==> config.mk <==
export PLATFORM = sky130hd
export DESIGN_NAME = rv32_imem_arbiter
export DESIGN_NICKNAME = d
export VERILOG_FILES = /design/src/rtl/rv32_pkg.sv /design/src/rtl/rv32_imem_arbiter.sv
export SDC_FILE = /design/constraint.sdc
export NUM_CORES = 1
export LEC_CHECK = 0
export ABC_AREA = 1
export CAP_MARGIN = 20
export CORE_AREA = 2 2 82 84
export CTS_CLUSTER_SIZE = 40
export DETAILED_ROUTE_END_ITERATION = 10
export DIE_AREA = 0 0 84 86
export PLACE_DENSITY = 0.89
export RECOVER_POWER = 100
export SLEW_MARGIN = 25
export SYNTH_ARGS = -nofsm -noshare
export SYNTH_HDL_FRONTEND = slang
export SYNTH_SLANG_ARGS = --single-unit
==> constraint.sdc <==
create_clock -name clock -period 2.75 [get_ports clock]
set_input_delay 0.55 -clock clock [delete_from_list [all_inputs] [get_ports clock]]
set_output_delay 0.55 -clock clock [all_outputs]
set_load 0.02 [all_outputs]
==> src/rtl/rv32_pkg.sv <==
// Shared RV32 types used by the core front end, memory wrappers and their arbiters.
package rv32_pkg;

  localparam int unsigned XLEN        = 32;
  localparam int unsigned IMEM_ADDR_W = 10;

  typedef logic [XLEN-1:0]        rv32_data_t;
  typedef logic [IMEM_ADDR_W-1:0] rv32_dmem_addr_t;

  // Which requester the read data returning next cycle belongs to.
  typedef enum logic [1:0] {
    OWNER_NONE  = 2'd0,
    OWNER_FETCH = 2'd1,
    OWNER_HOST  = 2'd2
  } rv32_imem_owner_t;

endpackage

==> src/rtl/rv32_imem_arbiter.sv <==
// Shares the instruction BRAM between core fetch (read priority) and a host
// programming port, with a starvation counter that forces host progress.
module rv32_imem_arbiter
  import rv32_pkg::*;
#(
  parameter int unsigned STARVE_LIMIT = 4
) (
  input  logic            clock,
  input  logic            reset,
  input  logic            fetch_req,
  input  rv32_dmem_addr_t fetch_addr,
  output logic            fetch_gnt,
  output logic            fetch_rvalid,
  output rv32_data_t      fetch_data,
  input  logic            host_valid,
  input  logic            host_we,
  input  rv32_dmem_addr_t host_addr,
  input  rv32_data_t      host_wdata,
  output logic            host_ready,
  output logic            host_rvalid,
  output rv32_data_t      host_rdata,
  output rv32_dmem_addr_t mem_rdaddress,
  output rv32_dmem_addr_t mem_wraddress,
  output rv32_data_t      mem_data,
  output logic            mem_wren,
  input  rv32_data_t      mem_q
);

  localparam logic [3:0] LIMIT = 4'(STARVE_LIMIT);

  rv32_imem_owner_t owner;
  logic [3:0]       starve_cnt;
  logic             force_host;
  logic             collision;
  logic             host_rd_acc;

  // NOTE: every signal gets a default at the top of the block so no path
  // through the if/else can leave it unassigned and infer a latch.
  always_comb begin
    force_host    = host_valid && (starve_cnt == LIMIT);
    collision     = fetch_req && (fetch_addr == host_addr);
    host_ready    = 1'b0;
    fetch_gnt     = 1'b0;
    if (host_we) begin
      // Writes only contend with a fetch of the very same word.
      host_ready = !collision || force_host;
      fetch_gnt  = fetch_req && !(force_host && collision);
    end else begin
      host_ready = !fetch_req || force_host;
      fetch_gnt  = fetch_req && !(host_valid && force_host);
    end
    host_rd_acc   = host_valid && !host_we && host_ready;
    mem_rdaddress = host_rd_acc ? host_addr : fetch_addr;
  end

  assign mem_wren      = host_valid && host_we && host_ready;
  assign mem_wraddress = host_addr;
  assign mem_data      = host_wdata;

  assign fetch_rvalid  = (owner == OWNER_FETCH);
  assign host_rvalid   = (owner == OWNER_HOST);
  assign fetch_data    = mem_q;
  assign host_rdata    = mem_q;

  // NOTE: state registers use non-blocking assignments so every flop samples
  // the pre-edge values regardless of statement order.
  always_ff @(posedge clock or posedge reset) begin
    if (reset) begin
      owner      <= OWNER_NONE;
      starve_cnt <= '0;
    end else begin
      if (host_rd_acc)    owner <= OWNER_HOST;
      else if (fetch_gnt) owner <= OWNER_FETCH;
      else                owner <= OWNER_NONE;

      if (!host_valid || host_ready) starve_cnt <= '0;
      else if (starve_cnt != LIMIT)  starve_cnt <= starve_cnt + 4'd1;
    end
  end

endmodule

# Yosys cells after proc, flatten, opt, wreduce, memory -nomap -nowiden
# Index checks and enable logic that the tools add are counted.
# totals
ff_bits,6
in_bits,89
output_inout_bits,121
elab_cells,35
# classes
n_addsub,1
n_eq_ne,5
n_mux,7
reduce_logical,20
# ops
cell,n
10-bit == test,1
1-bit logical AND,10
10-bit two-way mux,1
4-bit two-way mux,2
1-bit logical NOT,6
4-bit by 1-bit adder with 4-bit output (second input constant),1
4-bit by 3-bit == test with 1-bit output (second input constant),1
4-bit by 3-bit inequality test with 1-bit output (second input constant),1
1-bit logical OR,3
1-bit two-way mux,3
2-bit by 1-bit == test with 1-bit output (second input constant),1
2-bit == test (second input constant),1
2-bit two-way mux,1
2-bit nonzero test,1

# Logic depth before layout (Yosys ltp)
# logic_depth
depth_word,8
ltp_mapped,10
ltp_nobuf,10

# Least setup slack after synthesis
# OpenSTA, ideal clock, no wires.
# synth_timing
path_type,in2out
from,input host_addr[1]
to,output fetch_gnt
arrival_ns,1.411
t_required_ns,2.200
setup_slack_ns,0.789
path_stages,8
cell_sequence,inv_1 > nand2_1 > nand2_1 > nand2_1 > nor2_1 > nand3_1 > nand2_1 > o21ai_0
# synth_via
elab_chain_len,6
# synth_rtl
item,line,source
start: declaration,rv32_imem_arbiter.sv:17,"input rv32_dmem_addr_t host_addr,"
10-bit == test,rv32_imem_arbiter.sv:41,collision = fetch_req && (fetch_addr == host_addr);
1-bit logical AND,rv32_imem_arbiter.sv:41,
1-bit logical AND,rv32_imem_arbiter.sv:47,fetch_gnt = fetch_req && !(force_host && collision);
1-bit logical NOT,rv32_imem_arbiter.sv:47,
1-bit logical AND,rv32_imem_arbiter.sv:47,
1-bit two-way mux,rv32_imem_arbiter.sv:44,if (host_we) begin
end: declaration,rv32_imem_arbiter.sv:12,"output logic fetch_gnt,"
# No other way between the ends.

# Final worst setup path
# Same ends and word-level chain as after synthesis.

==> results.txt <==
The initial antenna violation count is 0. The start point of the worst min-delay path is starve_cnt[0]. The required time of the critical path is 2.20 ns. The launching point of the worst reg2reg path is starve_cnt[0]. The vias per cell came out at 3.68.

The pre-CTS setup slack is -0.186 ns. Among the stages of the critical path, the cell type that occurs most often is sky130_fd_sc_hd__nand2_1. The global-route total usage across every layer is 8.52%. Clock tree synthesis selected as its root buffer the cell sky130_fd_sc_hd__clkbuf_8.

Clock tree synthesis found a total of 6 sinks. During I/O placement, the number of pins put on the boundary was 210. The mean area per synthesized cell is 6.83 sq um. The largest net degree at the start of global routing came out at 11. The die footprint is 7220 sq um. Buffers placed on the I/O ports in this run total 49. The maximum clock insertion buffer count is 2. The tightest slew margin relative to the limit is 82.7%.

The maximum operating frequency is 382 MHz. The insertion delay to the later sink of the worst-skew pair is approximately 0.23 ns. The number of global-route vias before repair came out at 985. The minimum clock period after layout is between 2 and 3 ns. The slew at the pin closest to its max-slew limit came out at 0.260 ns.

The DRC violation total after the first TritonRoute iteration is 33. The total negative slack is 0 ns. Clock-pin slew was measured on the worst setup and hold paths at 0.04 ns. The worst hold path depth came out at 1. The die outline width is approximately 84 microns. The setup slack of the most critical reg-to-reg path is 1.32 ns. The critical path goes through clkdlybuf4s50_1 > inv_1 > nand2_1 > nand2_1 > nand2_1 > nor2_1 > nand3_1 > nand2_1 > o21ai_0 > clkdlybuf4s15_1. The flow ran to the end, and the final reports show no timing, DRC or antenna violations. In the layout the commonest cells are sky130_fd_sc_hd__nand2_1 (42), sky130_fd_sc_hd__clkdlybuf4s50_1 (24), sky130_fd_sc_hd__buf_4 (18), sky130_fd_sc_hd__inv_1 (16), sky130_fd_sc_hd__dlygate4sd3_1 (12). In the final routed layout, each cell accounts on average for 12.8 microns. The initial core utilization came out at ~22%.

Leaving out fill and tap cells, the most frequent cell in the layout is sky130_fd_sc_hd__nand2_1. The layout-stage area growth over the synthesis result is -3.91%. The count of non-filler cells in the finished layout came out at around 250. The synthesized netlist occupies a cell area of 1410 sq um.

The first global-routing pass estimated between 4000 and 5000 microns of wire. The overall die height is 86 microns. TritonCTS built the clock tree.

The final weighted congestion in routability-driven placement came out at between 0.7 and 0.8. The number of iterations in the first detailed-routing pass is 3. The leakage power of the design is 0.685 nW. The worst setup path is launched from an input port. For hold timing, the worst endpoint is starve_cnt[0]. The final routed wirelength across all metal layers is 3170 microns. The cell count after placement is 244. Across all layers, the routed design uses ~910 vias. The portion of the post-synthesis area used by sequential elements came out at 10.7%. The fraction of layout cells with a size suffix above 1 came out at 17.6%. In the post-route analysis, the smallest setup slack over all paths is 0.132 ns. The endpoint identified for the worst register-to-register timing path is starve_cnt[1].

Hold is met by 0.493 ns. The final number of hold-violating endpoints is 0. The number of CTS-inserted buffers came out at 3. In the synthesized netlist, the number of instances is 206. The final worst clock skew came out at 0.00226 ns. The total nets after synthesis came out at 297. The delay contributed by the slowest stage of the critical path is 0.50 ns. The largest fanout on the critical path is 5. The final design instance area without fill came out at 1350 sq um. Post-CTS timing repair inserted 0 buffers for setup.

The final-report max-slew violation count was 0. The area of the core region is 6280 sq um. The number of distinct library cell variants in the gate-level netlist after synthesis came out at 17. The repair_antennas step left the layout with diodes totalling 0. The number of synthesis warnings came out at 0. The number of design rule violations left after detail routing is 0.

The site row count is 29. The signal arrival time at the worst endpoint came out at 2.07 ns. The flip-flop and latch count after synthesis is 6. VDD sags by at most 0.000211 V.

Setup repair after global routing could not meet its margin everywhere. The final net count came out at 263. The cell depth of the worst flop-to-flop path is 8.

The ratio of total power to cell area is 299 nW/um^2. The path class of the tightest hold or removal check is flop to flop. The standard cell area after detailed placement came out at about 1300 sq um.

The total setup violations reported at the end of the flow is 0. Cells fill a little over a fifth of the core in the end. The setup path with the least slack is of type input port to primary output. The number of max-cap violations is 0. For this run the aggregate overflow at the end of global routing stands at 0. The critical path's slowest cell is sky130_fd_sc_hd__clkdlybuf4s50_1. The kind of end point of the critical path is a primary output.

The count of nets left with antenna violations once routing finished came out at 0. The power after layout is 0.405 mW. The part of the cycle the worst path needs is 95.2%. The number of buffer and inverter stages on the critical path came out at 3. The number of levels in the clock H-tree came out at 1. Grouping stages by cell kind, the critical path spends the most delay in buffers and inverters. The post-DP HPWL came out at 2760 microns.
[worst reg2reg max path: stages (launching register included)]
cell	delay, ns
sky130_fd_sc_hd__dfrtp_1	0.38
sky130_fd_sc_hd__inv_1	0.06
sky130_fd_sc_hd__ha_1	0.19
sky130_fd_sc_hd__nand2_1	0.08
sky130_fd_sc_hd__nor3_2	0.04
sky130_fd_sc_hd__nor2_1	0.16
sky130_fd_sc_hd__buf_4	0.16
sky130_fd_sc_hd__nand3_1	0.16
sky130_fd_sc_hd__nor2_1	0.13
[power breakdown]
| part | switching, mW | internal (mW) |
|---|---|---|
| logic | 0.0860 | 0.0895 |
| clock network | 0.0425 | 0.0944 |
| registers | 0.00150 | 0.0911 |
[what timing repair did]
action	CTS	global route
endpoints found under the setup margin	13	3
resized for setup	13	4
hold buffers	0	0
[logic make-up (layout without fill, tap and decap cells)]
family | count (synthesis) | count (layout) | share of synthesized area, %
buffers and inverters | 125 | 89 | 62.1
XOR/XNOR | 8 | 8 | 4.98
AND/OR/NAND/NOR | 58 | 58 | 16.9
adder cells (fa/ha/maj) | 2 | 2 | 1.78
flip-flops | 6 | 6 | 10.7
AO/OA/AOI/OAI | 7 | 7 | 3.55
[worst max-delay path by stage]
stage,startpoint,endpoint,slack [ns],cells past startpoint
6_report,host_addr[1],fetch_gnt,0.13,10
5_1_grt,host_addr[0],fetch_gnt,-0.003,10
4_1_cts,host_valid,mem_rdaddress[2],0.08,10
3_5_place_dp,host_addr[7],fetch_gnt,-0.19,10
3_3_place_gp,host_valid,mem_rdaddress[2],-0.18,10
2_1_floorplan,host_addr[1],fetch_gnt,0.79,8
[registers in the layout (all words and copies together) (netlist names)]
| signal | cells |
|---|---|
| owner | 2 |
| starve_cnt | 4 |
[layer usage]
layer  track usage (%)  up-vias  routed length (microns)
met2              14.3       77                     1490
li1                  -      435                        -
met3              5.20       31                      458
met4              8.21        0                      263
met5                 0        -                        0
met1              6.79      366                      959
[Yosys cell counts, drive strengths merged]
| cell type | count | area share, % |
|---|---|---|
| o21ai | 6 | 3.2 |
| inv | 18 | 4.8 |
| ha | 2 | 1.8 |
| buf | 107 | 57 |
| xor2 | 3 | 1.9 |
| a21oi | 1 | 0.36 |
| nor3 | 1 | 0.71 |
| xnor2 | 5 | 3.1 |
| nor2 | 11 | 3.1 |
| dfrtp | 6 | 11 |
| nand3 | 3 | 1.1 |
| nand2 | 43 | 12 |
[cell type report]
type	count	area, sq um
clock buffer	3	41.3
fill	703	4920
inverter	18	67.6
multi-input combinational	75	380
sequential	6	150
tap	77	96.3
timing repair buffer	68	617
Power figures use the tool's default switching activity.
